## config.mk

```make
export PLATFORM = sky130hd
export DESIGN_NAME = eth_rst_seq_flat
export DESIGN_NICKNAME = d
export VERILOG_FILES = /design/src/rtl/eth_rst_seq_if.sv /design/src/rtl/eth_rst_seq.sv /design/src/flat_wrapper.sv
export SDC_FILE = /design/constraint.sdc
export NUM_CORES = 1
export LEC_CHECK = 0
export BUFFER_PORTS_ARGS = -buffer_cell sky130_fd_sc_hd__clkbuf_2
export CORE_MARGIN = 2
export CORE_UTILIZATION = 30
export DETAILED_ROUTE_END_ITERATION = 7
export GPL_ROUTABILITY_DRIVEN = 0
export PLACE_DENSITY = 0.53
export SLEW_MARGIN = 20
export SYNTH_ARGS = -nofsm -noshare
export SYNTH_HDL_FRONTEND = slang
export SYNTH_SLANG_ARGS = --single-unit
```

## constraint.sdc

```tcl
create_clock -name clk -period 2.9 [get_ports clk]
set_clock_uncertainty 0.05 [all_clocks]
set_input_delay 0.58 -clock clk [delete_from_list [all_inputs] [get_ports clk]]
set_output_delay 0.58 -clock clk [all_outputs]
set_load 0.01 [all_outputs]
```

## src/rtl/eth_rst_seq_if.sv

```systemverilog
//------------------------------------------------------------------------------
// Module  : eth_rst_seq_if
// Purpose : Bundles the lock/request inputs and the reset/status outputs of
//           the Ethernet reset sequencer.
// Signals : pll_locked    - PLL lock flag, already synchronised to clk
//           sw_rst_req    - single-cycle software reset request
//           phy_rst_n     - active-low PHY hardware reset
//           core_rst_n    - active-low MAC/core reset
//           ready         - high only while the sequence is complete (RUN)
//           lock_loss_cnt - saturating count of lock-loss events
// Modports: slave  - the sequencer (consumes lock/request, drives resets)
//           master - the environment around it
// Revision: 1.0 - initial release
//------------------------------------------------------------------------------
`default_nettype none

interface eth_rst_seq_if;
  logic       pll_locked;
  logic       sw_rst_req;
  logic       phy_rst_n;
  logic       core_rst_n;
  logic       ready;
  logic [7:0] lock_loss_cnt;

  modport slave (
    input  pll_locked,
    input  sw_rst_req,
    output phy_rst_n,
    output core_rst_n,
    output ready,
    output lock_loss_cnt
  );

  modport master (
    output pll_locked,
    output sw_rst_req,
    input  phy_rst_n,
    input  core_rst_n,
    input  ready,
    input  lock_loss_cnt
  );
endinterface

`default_nettype wire

```

## src/rtl/eth_rst_seq.sv

```systemverilog
//------------------------------------------------------------------------------
// Module  : eth_rst_seq
// Purpose : Reset sequencer downstream of the PLL. Filters the lock flag for
//           stability, holds the PHY in reset for a fixed time, waits a settle
//           time, then releases the core reset. Restarts on lock loss or on a
//           software request and counts lock-loss events.
// Ports   : clk   - PLL output clock (single domain)
//           rst_n - synchronous active-low reset
//           bus   - eth_rst_seq_if.slave (pll_locked, sw_rst_req in;
//                   phy_rst_n, core_rst_n, ready, lock_loss_cnt out)
// Revision: 1.0 - initial release
//------------------------------------------------------------------------------
`default_nettype none

module eth_rst_seq #(
  parameter int LOCK_CYCLES     = 16,
  parameter int PHY_RST_CYCLES  = 500000,
  parameter int PHY_WAIT_CYCLES = 5000
) (
  input  wire              clk,
  input  wire              rst_n,
  eth_rst_seq_if.slave     bus
);

  localparam int c_MAX_12 = (LOCK_CYCLES > PHY_RST_CYCLES) ? LOCK_CYCLES : PHY_RST_CYCLES;
  localparam int c_MAX    = (c_MAX_12 > PHY_WAIT_CYCLES) ? c_MAX_12 : PHY_WAIT_CYCLES;
  localparam int CNT_W    = $clog2(c_MAX) + 1;

  localparam logic [CNT_W-1:0] c_LOCK_LAST = CNT_W'(LOCK_CYCLES - 1);
  localparam logic [CNT_W-1:0] c_RST_LAST  = CNT_W'(PHY_RST_CYCLES - 1);
  localparam logic [CNT_W-1:0] c_WAIT_LAST = CNT_W'(PHY_WAIT_CYCLES - 1);
  localparam logic [CNT_W-1:0] c_CNT_ONE   = CNT_W'(1);

  // Three-bit encoding leaves unused codes; those fall to the default branch
  // and recover to WAIT_LOCK.
  typedef enum logic [2:0] {
    WAIT_LOCK = 3'b000,
    PHY_RESET = 3'b001,
    PHY_WAIT  = 3'b010,
    RUN       = 3'b100
  } state_t;

  state_t           r_state;
  state_t           w_state_nxt;
  logic [CNT_W-1:0] r_cnt;
  logic [CNT_W-1:0] w_cnt_nxt;
  logic             w_loss;
  logic             w_phy_rst_n_nxt;
  logic             w_core_rst_n_nxt;
  logic             r_phy_rst_n;
  logic             r_core_rst_n;
  logic             r_ready;
  logic [7:0]       r_lock_loss_cnt;

  //--------------------------------------------------------------------------
  // Next-state / counter logic
  //--------------------------------------------------------------------------
  always_comb begin
    w_state_nxt = r_state;
    w_cnt_nxt   = r_cnt;
    w_loss      = 1'b0;

    case (r_state)
      WAIT_LOCK: begin
        // Stability filter: any low sample restarts the count.
        // Software requests have no meaning here and are dropped.
        if (bus.pll_locked) begin
          if (r_cnt == c_LOCK_LAST) begin
            w_state_nxt = PHY_RESET;
            w_cnt_nxt   = '0;
          end else begin
            w_cnt_nxt = r_cnt + c_CNT_ONE;
          end
        end else begin
          w_cnt_nxt = '0;
        end
      end

      PHY_RESET, PHY_WAIT, RUN: begin
        // Lock loss outranks a coincident software request.
        if (!bus.pll_locked) begin
          w_state_nxt = WAIT_LOCK;
          w_cnt_nxt   = '0;
          w_loss      = 1'b1;
        end else if (bus.sw_rst_req) begin
          w_state_nxt = PHY_RESET;
          w_cnt_nxt   = '0;
        end else begin
          case (r_state)
            PHY_RESET: begin
              if (r_cnt == c_RST_LAST) begin
                w_state_nxt = PHY_WAIT;
                w_cnt_nxt   = '0;
              end else begin
                w_cnt_nxt = r_cnt + c_CNT_ONE;
              end
            end
            PHY_WAIT: begin
              if (r_cnt == c_WAIT_LAST) begin
                w_state_nxt = RUN;
                w_cnt_nxt   = '0;
              end else begin
                w_cnt_nxt = r_cnt + c_CNT_ONE;
              end
            end
            default: begin
              w_cnt_nxt = '0;
            end
          endcase
        end
      end

      default: begin
        w_state_nxt = WAIT_LOCK;
        w_cnt_nxt   = '0;
      end
    endcase
  end

  // Outputs are decoded from the next state and registered, so they move on
  // the same edge as the state and carry no input-to-output path.
  always_comb begin
    w_phy_rst_n_nxt  = (w_state_nxt == PHY_WAIT) || (w_state_nxt == RUN);
    w_core_rst_n_nxt = (w_state_nxt == RUN);
  end

  //--------------------------------------------------------------------------
  // State, counter and output registers
  //--------------------------------------------------------------------------
  always_ff @(posedge clk) begin
    if (!rst_n) begin
      r_state         <= WAIT_LOCK;
      r_cnt           <= '0;
      r_phy_rst_n     <= 1'b0;
      r_core_rst_n    <= 1'b0;
      r_ready         <= 1'b0;
      r_lock_loss_cnt <= 8'd0;
    end else begin
      r_state      <= w_state_nxt;
      r_cnt        <= w_cnt_nxt;
      r_phy_rst_n  <= w_phy_rst_n_nxt;
      r_core_rst_n <= w_core_rst_n_nxt;
      r_ready      <= w_core_rst_n_nxt;
      if (w_loss && (r_lock_loss_cnt != 8'hFF)) begin
        r_lock_loss_cnt <= r_lock_loss_cnt + 8'd1;
      end
    end
  end

  assign bus.phy_rst_n     = r_phy_rst_n;
  assign bus.core_rst_n    = r_core_rst_n;
  assign bus.ready         = r_ready;
  assign bus.lock_loss_cnt = r_lock_loss_cnt;

endmodule

`default_nettype wire
```

## src/flat_wrapper.sv

```systemverilog
// flat-port wrapper written by rule: the top's interface ports become plain ports
module eth_rst_seq_flat 
#(
  parameter int LOCK_CYCLES     = 16,
  parameter int PHY_RST_CYCLES  = 500000,
  parameter int PHY_WAIT_CYCLES = 5000
)
  (clk, rst_n, bus_pll_locked, bus_sw_rst_req, bus_phy_rst_n, bus_core_rst_n, bus_ready, bus_lock_loss_cnt);
  eth_rst_seq_if bus_i ();
  input  wire clk;
  input  wire rst_n;
  input wire logic [$bits(bus_i.pll_locked)-1:0] bus_pll_locked;
  input wire logic [$bits(bus_i.sw_rst_req)-1:0] bus_sw_rst_req;
  output wire logic [$bits(bus_i.phy_rst_n)-1:0] bus_phy_rst_n;
  output wire logic [$bits(bus_i.core_rst_n)-1:0] bus_core_rst_n;
  output wire logic [$bits(bus_i.ready)-1:0] bus_ready;
  output wire logic [$bits(bus_i.lock_loss_cnt)-1:0] bus_lock_loss_cnt;
  assign bus_i.pll_locked = bus_pll_locked;
  assign bus_i.sw_rst_req = bus_sw_rst_req;
  assign bus_phy_rst_n = bus_i.phy_rst_n;
  assign bus_core_rst_n = bus_i.core_rst_n;
  assign bus_ready = bus_i.ready;
  assign bus_lock_loss_cnt = bus_i.lock_loss_cnt;
  eth_rst_seq #(.LOCK_CYCLES(LOCK_CYCLES), .PHY_RST_CYCLES(PHY_RST_CYCLES), .PHY_WAIT_CYCLES(PHY_WAIT_CYCLES)) u_core (.clk(clk), .rst_n(rst_n), .bus(bus_i));
endmodule
```

Word level (Yosys, flattened, before mapping)
Cells that the tools add are included.
{"block": "totals", "register_bits": 33, "in_bits": 4, "out_inout_bits": 11, "elab_cells": 38}
{"block": "op_classes", "n_addsub": 2, "n_eq_ne": 9, "mux": 18, "reduce_logical": 4}
{"operator": "$mux W20", "count": 6}
{"operator": "$pmux W20 S2", "count": 2}
{"operator": "$add A20 B1 Y20 const B", "count": 1}
{"operator": "$eq A20 B13 Y1 const B", "count": 1}
{"operator": "$eq A20 B19 Y1 const B", "count": 1}
{"operator": "$eq A20 B4 Y1 const B", "count": 1}
{"operator": "$mux W3", "count": 6}
{"operator": "$pmux W3 S2", "count": 2}
{"operator": "$add A8 B1 Y8 const B", "count": 1}
{"operator": "$ne A8 B8 Y1 const B", "count": 1}
{"operator": "$eq A3 B2 Y1 const B", "count": 2}
{"operator": "$eq A3 B3 Y1 const B", "count": 2}
{"operator": "$eq A3 B1 Y1 const B", "count": 1}
{"operator": "$logic_not A3 Y1", "count": 1}
{"operator": "$reduce_or A3 Y1", "count": 1}
{"operator": "$mux W1", "count": 2}
{"operator": "$logic_and A1 B1 Y1", "count": 1}
{"operator": "$logic_or A1 B1 Y1", "count": 1}

Longest topological paths before layout
Gate-level depths: netlist of the first run.
{"block": "depth", "ltp_word": 8, "depth_mapped": 7, "mapped_depth_nobuf": 6}

Worst setup path after synthesis of the first run
Ideal clock, no wire load.
{"block": "synth_path", "path_type": "register -> register", "from": "register u_core.r_cnt[16]", "to": "register u_core.r_state[0]", "setup_time_ns": 0.058, "arrival_ns": 1.901, "t_required_ns": 2.792, "slack_ns": 0.891, "path_stages_with_launch": 6, "path_buffers": 0, "synth_period_minus_slack_ns": 2.009, "path_cell_list": "dfxtp_1 > or4_1 > or4_1 > or4_1 > a21oi_1 > o21a_1"}
{"block": "synth_via", "elab_chain_cells": 6, "elab_cells_between_ends": 11, "cone_classes": "eq/ne (3); mux (8)"}
{"element": "start, declared", "line": "eth_rst_seq.sv:45", "source": "logic [CNT_W-1:0] r_cnt;"}
{"element": "start signal, assigned", "line": "eth_rst_seq.sv:140", "source": "r_cnt <= w_cnt_nxt;"}
{"element": "$eq A20 B13 Y1 / $eq A20 B19 Y1 (equally long branches)", "line": "eth_rst_seq.sv:99, eth_rst_seq.sv:91"}
{"element": "$mux W3 (on tied branches)", "line": "eth_rst_seq.sv:99, eth_rst_seq.sv:91"}
{"element": "$pmux W3 S2", "line": "eth_rst_seq.sv:89", "source": "case (r_state)"}
{"element": "$mux W3", "line": "eth_rst_seq.sv:85", "source": "end else if (bus.sw_rst_req) begin"}
{"element": "$mux W3", "line": "eth_rst_seq.sv:81", "source": "if (!bus.pll_locked) begin"}
{"element": "$pmux W3 S2 (*)", "line": "eth_rst_seq.sv:63", "source": "case (r_state)"}
{"element": "end signal, assigned", "line": "eth_rst_seq.sv:139", "source": "r_state <= w_state_nxt;"}
{"element": "end, declared", "line": "eth_rst_seq.sv:43", "source": "state_t r_state;"}
Every way passes the cells marked *; elsewhere a longest branch is shown, timed or not.
A chain may end at the register's enable or synchronous reset.

Worst setup path in the final report of the first run
{"block": "layout_path", "from": "register u_core.r_cnt[16]", "to": "register u_core.r_cnt[14]"}
{"block": "layout_via", "elab_chain_cells": 6, "elab_cells_between_ends": 11, "cone_classes": "eq/ne (3); mux (8)"}
{"element": "$eq A20 B13 Y1 / $eq A20 B19 Y1 (equally long branches)", "line": "eth_rst_seq.sv:99, eth_rst_seq.sv:91"}
{"element": "$mux W20 (on tied branches)", "line": "eth_rst_seq.sv:99, eth_rst_seq.sv:91"}
{"element": "$pmux W20 S2", "line": "eth_rst_seq.sv:89"}
{"element": "$mux W20", "line": "eth_rst_seq.sv:85"}
{"element": "$mux W20", "line": "eth_rst_seq.sv:81"}
{"element": "$pmux W20 S2 (*)", "line": "eth_rst_seq.sv:63"}
Marks and branches as above.

==> results of run 1 <==
-- cell families after synthesis --
family                   after synthesis  synth area share
adder cells (fa/ha/maj)                2            0.0157
buffers and inverters                 12            0.0322
XOR/XNOR                              27             0.148
AND/OR/NAND/NOR                      100             0.320
AO/OA/AOI/OAI                         13            0.0691
flip-flops                            33             0.414
-- worst reg2reg max path, stage by stage, from the launching register on --
cell and delay, ns:
dfxtp_1 0.35, or4_1 0.55, or4_1 0.43, o21a_1 0.19
a211oi_2 0.14, buf_4 0.27, nor2_1 0.08
-- cell type report --
type | instances | share of cell area
timing repair buffer | 15 | 0.0429
multi-input combinational | 142 | 0.488
clock inverter | 2 | 0.00553
tap | 70 | 0.0484
inverter | 5 | 0.0104
clock buffer | 6 | 0.0401
sequential | 33 | 0.365
-- through the flow --
stage | cell area, um2 | setup WS (ns) | instances
CTS | 1810 | 0.710 | 273
detailed placement | 1730 | 0.731 | 265
global placement | 1730 | 0.765 | 265
global route | 1810 | 0.593 | 273
floorplan | 1590 | 0.891 | 187
finish | 1810 | 0.719 | 273
-- flip-flops by register name (all words and copies together) (netlist names) --
name                      count
u_core.r_cnt                 20
u_core.r_state                3
u_core.bus.phy_rst_n          1
u_core.bus.ready              1
u_core.bus.lock_loss_cnt      8
-- per-layer routing --
layer / track usage / vias to the layer above
li1: - / 666
met1: 0.134 / 599
met2: 0.189 / 22
met3: 0.0435 / 5
met4: 0.0600 / 0
met5: 0 / -
-- worst min path at each step --
| stage | from | to | cells past startpoint |
|---|---|---|---|
| CTS | u_core.r_cnt[0]$_SDFF_PN0_ | u_core.r_cnt[0]$_SDFF_PN0_ | 1 |
| floorplan | u_core.r_cnt[0]$_SDFF_PN0_ | u_core.r_cnt[0]$_SDFF_PN0_ | 1 |
| finish | u_core.r_cnt[0]$_SDFF_PN0_ | u_core.r_cnt[0]$_SDFF_PN0_ | 1 |
| global route | u_core.r_cnt[0]$_SDFF_PN0_ | u_core.r_cnt[0]$_SDFF_PN0_ | 1 |
| global placement | u_core.r_cnt[0]$_SDFF_PN0_ | u_core.r_cnt[0]$_SDFF_PN0_ | 1 |
| detailed placement | u_core.r_cnt[0]$_SDFF_PN0_ | u_core.r_cnt[0]$_SDFF_PN0_ | 1 |
-- power by group through the flow --
stage | clock network [W] | registers, W | logic [W]
2_1_floorplan | 0 | 0.000466 | 0.0000107
3_3_place_gp | 0 | 0.000466 | 0.0000165
3_5_place_dp | 0 | 0.000466 | 0.0000162
4_1_cts | 0.000345 | 0.000455 | 0.0000163
5_1_grt | 0.000365 | 0.000456 | 0.0000184
6_report | 0.000328 | 0.000456 | 0.0000160
-- placed cells by master, fill, tap and decap left out, types with 7 or more instances in the layout --
master | synthesis | final
dfxtp_1 | 33 | 33
nand2_1 | 14 | 14
xor2_1 | 16 | 16
xnor2_1 | 11 | 11
nor3_1 | 10 | 10
nand3_1 | 8 | 8
and2_1 | 7 | 7
clkbuf_2 | 0 | 14
nor2_1 | 33 | 33
nand4_1 | 7 | 7
==> impl_metrics.env, run 1 <==
export IMPL_yosysSeqAreaShare=0.414
export IMPL_worst_setup_path_endpoint="u_core.r_cnt[14]$_SDFF_PN0_"
export IMPL_htree_levels=2
export IMPL_worst_slew_margin_rel=0.600
export IMPL_worst_setup_path_start_kind="flop"
export IMPL_max_slew_violation_count=0
export IMPL_dieArea_mm2=0.00591
export IMPL_post_dp_hpwl_mm=2.15
export IMPL_worst_r2r_endpoint="u_core.r_cnt[14]$_SDFF_PN0_"
export IMPL_rsz0062_at_grt="false"
export IMPL_worst_path_largest_cell_delay_ns=0.55
export IMPL_clkLatencyLatePin_ns=0.28
export IMPL_worstReg2RegStart="u_core.r_cnt[16]$_SDFF_PN0_"
export IMPL_drt_first_iter_violations=48
export IMPL_synth_area_mm2=0.00159
export IMPL_timing_critical_path_from="u_core.r_cnt[16]$_SDFF_PN0_"
export IMPL_fraction_of_synthesized_cell_area_taken_by_the_top_area_cell_type=0.414
export IMPL_nFillCells=537
export IMPL_finish_utilization=0.354
export IMPL_power_per_cell_area_mw_per_mm2=442
export IMPL_timing_final_crit_period_ns=2.18
export IMPL_synthDistinctLibCells=33
export IMPL_post_cts_repair_setup_buffers=0
export IMPL_clk_pin_slew_ns=0.07
export IMPL_first_global_vias=1276
export IMPL_totalWireLength_mm=3.02
export IMPL_outcome="complete, no violations"
export IMPL_r2r_setup_slack_ns=0.72
export IMPL_dieWidth_um=76.9
export IMPL_maximum_number_of_pins_on_one_net_before_global_route_repair=21
export IMPL_cts_repair_resized=0
export IMPL_crit_path_class="reg -> reg"
export IMPL_p_comb_frac=0.020
export IMPL_clock_sink_count=33
export IMPL_grt_first_pass_wirelength_mm=5.53
export IMPL_critPathCaptureType="flop"
export IMPL_synth_edff_count=0
export IMPL_synth_avg_cell_area_um2=8.52
export IMPL_dr_pass1_iters=4
export IMPL_synth_fp_nets=193
export IMPL_tns_ns=0
export IMPL_final_period_utilization=0.752
export IMPL_slew_at_the_pin_with_the_worst_max_slew_slack_ns=0.597
export IMPL_antenna_found_initial=0
export IMPL_p_int_w=0.000626
export IMPL_synthFlopType="dfxtp_1"
export IMPL_antenna_cells=0
export IMPL_critPathRequiredTime_ns=3.02
export IMPL_cp_common_cell="or4_1"
export IMPL_route_vias_total=1292
export IMPL_ioPinCount=15
export IMPL_timing_final_hold_violations=0
export IMPL_pwr_share_clk=0.411
export IMPL_detailroute_wirelength_met2_mm=1.35
export IMPL_maximum_fanout_along_the_worst_path=20
export IMPL_clock_tree_from_tritoncts="done"
export IMPL_met3RoutedLength_um=135
export IMPL_worst_endpoint_data_arrival_time_ns=2.30
export IMPL_leakagePower_nw=0.656
export IMPL_ys_warnings_count=0
export IMPL_drive_above_1_share=0.133
export IMPL_grt_overflow_total=0
export IMPL_cts_made_buffers=5
export IMPL_rows=26
export IMPL_path_delay_family="simple AND/OR/NAND/NOR gates"
export IMPL_netsw_w=0.000174
export IMPL_layout_area_overhead_vs_synth_pct=13.5
export IMPL_timing_hold_worst_class="reg -> reg"
export IMPL_sw_frac_of_total=0.217
export IMPL_detail_route_drc_violations=0
export IMPL_cp_num_buf_inv=1
export IMPL_initial_core_util=0.312
export IMPL_grt_total_usage=0.117
export IMPL_setup_viol=0
export IMPL_synth_cells=187
export IMPL_area_of_the_multi_input_gates_um2=882
export IMPL_avg_vias_per_cell=4.73
export IMPL_netlist_top_cell_by_area="dfxtp_1"
export IMPL_m1WireLength_mm=1.47
export IMPL_design_final_nets=208
export IMPL_routed_top_layer="met4"
export IMPL_seqPwrFrac=0.569
export IMPL_timing_critical_path_depth=6
export IMPL_final_seq_area_um2=661
export IMPL_antenna_left=0
export IMPL_timing_hold_ws_ns=0.418
export IMPL_cell_by_cell_trace_of_the_critical_path="or4_1, or4_1, o21a_1, a211oi_2, buf_4, nor2_1"
export IMPL_worst_path_slowest_cell="or4_1"
export IMPL_die_h_um=76.9
export IMPL_clock_root_buffer="clkbuf_8"
export IMPL_vdd_drop_max_v=0.000123
export IMPL_rr_worst_depth=6
export IMPL_fmaxAchievable_ghz=0.459
export IMPL_synthTopCellsByArea="dfxtp_1 41%, xor2_1 8.8%, nor2_1 7.8%, xnor2_1 6.0%, nand2_1 3.3%"
export IMPL_postSynth_asyncResetShare=0
export IMPL_holdBufCountCts=0
export IMPL_ys_ff_latch=33
export IMPL_finalPower_w=0.000800
export IMPL_coreArea_mm2=0.00511
export IMPL_ctsLongestPathBuffers=2
export IMPL_timing_max_cap_violations=0
export IMPL_port_buffers=14
export IMPL_drt_wirelength_per_cell_um=11.1
export IMPL_synth_cells_most_frequent="33 x dfxtp_1, 33 x nor2_1, 16 x xor2_1, 14 x nand2_1, 11 x xnor2_1"
Power figures use the tool's default switching activity.
==> run 2: changes to the inputs <==
==> constraint.sdc (replaced) <==
create_clock -name clk -period 2.2 [get_ports clk]
set_clock_uncertainty 0.05 [all_clocks]
set_input_delay 0.44 -clock clk [delete_from_list [all_inputs] [get_ports clk]]
set_output_delay 0.44 -clock clk [all_outputs]
set_load 0.01 [all_outputs]
==> run 2 against run 1 <==
Net effect: critical path depth unchanged; die area unchanged; global-route usage down 0.51 points; total power up 40%; cell count up 2.6%; hold slack better by 0.036 ns; cell area up 4.4%; maximum frequency up 5.1%; critical path type unchanged.
==> impl_metrics.env, run 2 (same netlist as run 1, synthesis figures left out) <==
export IMPL_outcome="complete, no violations"
export IMPL_finalPower_w=0.00112
export IMPL_avg_vias_per_cell=4.49
export IMPL_worst_endpoint_data_arrival_time_ns=2.20
export IMPL_worst_slew_margin_rel=0.583
export IMPL_rsz0062_at_grt="false"
export IMPL_rows=26
export IMPL_coreArea_mm2=0.00511
export IMPL_worst_setup_path_start_kind="flop"
export IMPL_clock_root_buffer="clkbuf_8"
export IMPL_setup_viol=0
export IMPL_timing_final_hold_violations=0
export IMPL_ctsLongestPathBuffers=2
export IMPL_critPathRequiredTime_ns=2.33
export IMPL_antenna_left=0
export IMPL_layout_area_overhead_vs_synth_pct=18.4
export IMPL_grt_first_pass_wirelength_mm=5.29
export IMPL_nFillCells=535
export IMPL_leakagePower_nw=0.697
export IMPL_timing_max_cap_violations=0
export IMPL_antenna_found_initial=0
export IMPL_htree_levels=2
export IMPL_dpl_worst_slack_ns=0.123
export IMPL_maximum_number_of_pins_on_one_net_before_global_route_repair=12
export IMPL_max_slew_violation_count=0
export IMPL_maximum_fanout_along_the_worst_path=7
export IMPL_detail_route_drc_violations=0
export IMPL_tns_ns=0
export IMPL_dr_pass1_iters=4
export IMPL_die_h_um=76.9
export IMPL_ioPinCount=15
export IMPL_initial_core_util=0.312
export IMPL_grt_overflow_total=0
export IMPL_crit_path_class="reg -> reg"
export IMPL_clk_pin_slew_ns=0.07
export IMPL_drt_first_iter_violations=45
export IMPL_timing_hold_ws_ns=0.455
export IMPL_cts_made_buffers=5
export IMPL_grt_total_usage=0.112
export IMPL_power_per_cell_area_mw_per_mm2=595
export IMPL_post_dp_hpwl_mm=2.21
export IMPL_vdd_drop_max_v=0.000190
export IMPL_fmaxAchievable_ghz=0.482
export IMPL_timing_hold_worst_class="in -> reg"
export IMPL_first_global_vias=1176
export IMPL_clkLatencyLatePin_ns=0.28
export IMPL_port_buffers=14
export IMPL_largest_register_ffs=20
export IMPL_antenna_cells=0
export IMPL_design_final_nets=215
export IMPL_clock_sink_count=33
export IMPL_dieArea_mm2=0.00591
export IMPL_commonest_non_fill_non_tap_cells_in_the_layout="33 x nor2_1, 33 x dfxtp_1, 16 x xor2_1"
export IMPL_drt_wirelength_per_cell_um=10.6
export IMPL_clock_tree_from_tritoncts="done"
export IMPL_timing_final_crit_period_ns=2.08
export IMPL_holdBufCountCts=0
export IMPL_final_period_utilization=0.943
export IMPL_critPathCaptureType="flop"
export IMPL_route_vias_total=1258
export IMPL_dieWidth_um=76.9
export IMPL_drive_above_1_share=0.176
export IMPL_totalWireLength_mm=2.97
export IMPL_slew_at_the_pin_with_the_worst_max_slew_slack_ns=0.623
export IMPL_largest_register="u_core.r_cnt"
export IMPL_setup_slack_ns=0.124
==> run 2: critical path, stage by stage (launching register included) <==
cell,delay [ns]
dfxtp_1,0.31
or4_1,0.53
or4_1,0.43
o21a_1,0.19
a211oi_2,0.21
buf_4,0.20
nor2_1,0.05
==> run 2: cell type report <==
type / count / area, um2 / area share
clock buffers: 7 / 96.3 / 0.0510
clock inverters: 1 / 5.00 / 0.00265
well taps: 70 / 87.6 / 0.0464
flip-flops and latches: 33 / 661 / 0.350
multi-input cells: 142 / 890 / 0.471
repair buffers: 22 / 130 / 0.0689
inverters: 5 / 18.8 / 0.00994
==> run 2: metrics by stage <==
step,utilization,std cells,area (um2)
finish,0.370,280,1890
global route,0.370,280,1890
CTS,0.368,280,1880
detailed placement,0.348,272,1780
global placement,0.348,272,1780
floorplan,-,187,1590
==> run 2: timing repair <==
item / 4_1_cts / 5_1_grt
gates resized for setup: 0 / 2
endpoints found under the setup margin: 0 / 2
buffers inserted: 0 / 0
==> run 2: path summary, 6_finish.rpt <==
| check | cells after the start | to | from | slack [ns] |
|---|---|---|---|---|
| hold reg to reg | 2 | u_core.r_cnt[19]$_SDFF_PN0_ | u_core.r_cnt[19]$_SDFF_PN0_ | 0.47 |
| setup reg to reg | 6 | u_core.r_cnt[10]$_SDFF_PN0_ | u_core.r_cnt[16]$_SDFF_PN0_ | 0.12 |
| setup / recovery | 6 | u_core.r_cnt[10]$_SDFF_PN0_ | u_core.r_cnt[16]$_SDFF_PN0_ | 0.12 |
| hold / removal | 2 | u_core.r_state[0]$_SDFF_PN0_ | rst_n | 0.45 |
==> run 2: power by group <==
part / total, W / switching (W) / leakage (nW) / internal [W]
clock network: 0.000498 / 0.000216 / 0.0542 / 0.000283
registers: 0.000600 / 0.00000127 / 0.266 / 0.000599
logic: 0.0000254 / 0.0000143 / 0.377 / 0.0000111
==> run 2: routing by layer <==
| layer | wire (um) | part of all wire | GRT usage | vias up |
|---|---|---|---|---|
| li1 | - | - | - | 681 |
| met1 | 1500 | 0.50 | 0.138 | 550 |
| met2 | 1290 | 0.44 | 0.175 | 21 |
| met3 | 130 | 0.044 | 0.0424 | 6 |
| met4 | 47 | 0.016 | 0.0436 | 0 |
| met5 | 0 | 0 | 0 | - |
==> run 3: changes to the inputs <==
--- a/config.mk
+++ b/config.mk
@@ -5,12 +5,12 @@
 export SDC_FILE = /design/constraint.sdc
 export NUM_CORES = 1
 export LEC_CHECK = 0
-export BUFFER_PORTS_ARGS = -buffer_cell sky130_fd_sc_hd__clkbuf_2
 export CORE_MARGIN = 2
 export CORE_UTILIZATION = 30
 export DETAILED_ROUTE_END_ITERATION = 7
+export DONT_BUFFER_PORTS = 1
 export GPL_ROUTABILITY_DRIVEN = 0
-export PLACE_DENSITY = 0.53
+export PLACE_DENSITY = 0.51
 export SLEW_MARGIN = 20
 export SYNTH_ARGS = -nofsm -noshare
 export SYNTH_HDL_FRONTEND = slang
==> run 3 against run 2 <==
Net effect: via count is 4.0% lower; cell area is 4.2% lower; global-route usage is 0.19 points higher; non-clock buffer count is 15 lower; clock power is 13% lower; die area stayed put; sequential power hardly changed; first-iteration DRC count is 42% higher; sequential share of layout area is 1.5 points higher; largest power group unchanged.
==> impl_metrics.env, run 3 (same netlist as run 1, synthesis figures left out) <==
export IMPL_outcome="complete, no violations"
export IMPL_drive_above_1_share=0.113
export IMPL_maximum_fanout_along_the_worst_path=20
export IMPL_setup_viol=0
export IMPL_grt_overflow_total=0
export IMPL_stdcell_count=265
export IMPL_timing_critical_path_from="u_core.r_cnt[16]$_SDFF_PN0_"
export IMPL_vdd_drop_max_v=0.000172
export IMPL_drt_first_iter_violations=64
export IMPL_clock_root_buffer="clkbuf_8"
export IMPL_worst_slew_margin_rel=0.616
export IMPL_hp_start="rst_n"
export IMPL_antenna_cells=0
export IMPL_finish_utilization=0.354
export IMPL_first_global_vias=1152
export IMPL_max_slew_violation_count=0
export IMPL_clk_pin_slew_ns=0.07
export IMPL_die_h_um=76.9
export IMPL_initial_core_util=0.312
export IMPL_port_buffers=0
export IMPL_antenna_found_initial=0
export IMPL_tns_ns=0
export IMPL_clock_tree_from_tritoncts="done"
export IMPL_htree_levels=2
export IMPL_totalWireLength_mm=3.02
export IMPL_dieWidth_um=76.9
export IMPL_ioPinCount=15
export IMPL_antenna_left=0
export IMPL_worst_r2r_endpoint="u_core.r_cnt[4]$_SDFF_PN0_"
export IMPL_largest_register="u_core.r_cnt"
export IMPL_drt_wirelength_per_cell_um=11.4
export IMPL_critPathCaptureType="flop"
export IMPL_power_per_cell_area_mw_per_mm2=582
export IMPL_timing_final_crit_period_ns=2.13
export IMPL_maximum_number_of_pins_on_one_net_before_global_route_repair=21
export IMPL_area_of_the_multi_input_gates_um2=895
export IMPL_ctsLongestPathBuffers=2
export IMPL_timing_final_hold_violations=0
export IMPL_min_path_cells=1
export IMPL_final_seq_area_um2=661
export IMPL_dieArea_mm2=0.00591
export IMPL_worst_setup_path_start_kind="flop"
export IMPL_nFillCells=542
export IMPL_timing_max_cap_violations=0
export IMPL_timing_hold_worst_class="in -> reg"
export IMPL_leakagePower_nw=0.628
export IMPL_grt_total_usage=0.114
export IMPL_rows=26
export IMPL_detail_route_drc_violations=0
export IMPL_dr_pass1_iters=4
export IMPL_final_period_utilization=0.966
export IMPL_rsz0062_at_grt="false"
export IMPL_post_cts_repair_setup_buffers=0
export IMPL_dpl_worst_slack_ns=0.0990
export IMPL_route_vias_total=1208
export IMPL_setup_slack_ns=0.0749
export IMPL_post_dp_hpwl_mm=2.18
export IMPL_avg_vias_per_cell=4.56
export IMPL_coreArea_mm2=0.00511
export IMPL_crit_path_class="reg -> reg"
export IMPL_largest_register_ffs=20
export IMPL_cts_made_buffers=5
export IMPL_slew_at_the_pin_with_the_worst_max_slew_slack_ns=0.574
export IMPL_fmaxAchievable_ghz=0.471
export IMPL_layout_area_overhead_vs_synth_pct=13.5
export IMPL_holdPathEnd="u_core.r_state[0]$_SDFF_PN0_"
export IMPL_r2r_setup_slack_ns=0.07
export IMPL_clock_sink_count=33
export IMPL_clkLatencyLatePin_ns=0.28
export IMPL_worstReg2RegStart="u_core.r_cnt[16]$_SDFF_PN0_"
export IMPL_commonest_non_fill_non_tap_cells_in_the_layout="33 x nor2_1, 33 x dfxtp_1, 16 x xor2_1"
export IMPL_dp_cells=257
export IMPL_rr_worst_depth=6
export IMPL_design_final_nets=200
export IMPL_critPathRequiredTime_ns=2.32
export IMPL_worst_endpoint_data_arrival_time_ns=2.25
export IMPL_grt_first_pass_wirelength_mm=5.37
==> run 3: cell count changes in the layout (fill, tap and decap cells not counted) <==
cell      delta
clkbuf_1     +1
buf_12       +1
clkbuf_8     -2
nor3_2       -1
clkbuf_2    -14
nor3_1       +1
clkinv_2     +1
nor4_2       +1
nor4_1       -1
buf_4        -2
or4_1        -1
or4_4        +1
==> run 3: worst max path at each step <==
stage | to | slack (ns) | cells past startpoint
after floorplan | u_core.r_state[0]$_SDFF_PN0_ | 0.19 | 5
after global placement | u_core.r_cnt[19]$_SDFF_PN0_ | 0.14 | 7
after detailed placement | u_core.r_cnt[11]$_SDFF_PN0_ | 0.1 | 6
after CTS | u_core.r_cnt[7]$_SDFF_PN0_ | 0.09 | 6
after global routing | u_core.r_cnt[8]$_SDFF_PN0_ | 0.02 | 6
final | u_core.r_cnt[4]$_SDFF_PN0_ | 0.07 | 6
==> run 3: repair_timing <==
item,CTS,global route
hold buffers,0,0
resized for setup,0,3
setup endpoints to repair,0,21
==> run 3: through the flow <==
step                      cell area (um2)  hold slack (ns)  power [W]
after floorplan                      1590            0.376   0.000628
after detailed placement             1710            0.462   0.000635
after global placement               1710            0.467   0.000635
after CTS                            1800            0.209    0.00108
final                                1810            0.220    0.00105
after global routing                 1810            0.214    0.00110
==> run 3: metal layers <==
| metal | up-vias | GRT usage | share of wire | wire length [um] |
|---|---|---|---|---|
| li1 | 647 | - | - | - |
| met1 | 536 | 0.146 | 0.50 | 1510 |
| met2 | 18 | 0.173 | 0.44 | 1330 |
| met3 | 7 | 0.0306 | 0.035 | 106 |
| met4 | 0 | 0.0600 | 0.022 | 65 |
| met5 | - | 0 | 0 | 0 |
==> run 3: cell type report <==
class                      instances  share of cell area
timing repair buffer               7              0.0360
inverter                           5              0.0104
clock buffer                       6              0.0401
multi-input combinational        142               0.494
clock inverter                     2             0.00553
tap                               70              0.0484
sequential                        33               0.365
==> run 3: power breakdown <==
group	internal, W	switching [W]
combinational	0.00000939	0.0000109
clock	0.000219	0.000214
sequential	0.000599	0.00000121
==> run 3: critical path: stages (launching register included) <==
cell	delay, ns
dfxtp_1	0.31
or4_1	0.57
or4_4	0.44
o21a_1	0.19
a211oi_2	0.22
buf_12	0.19
nor2_1	0.05
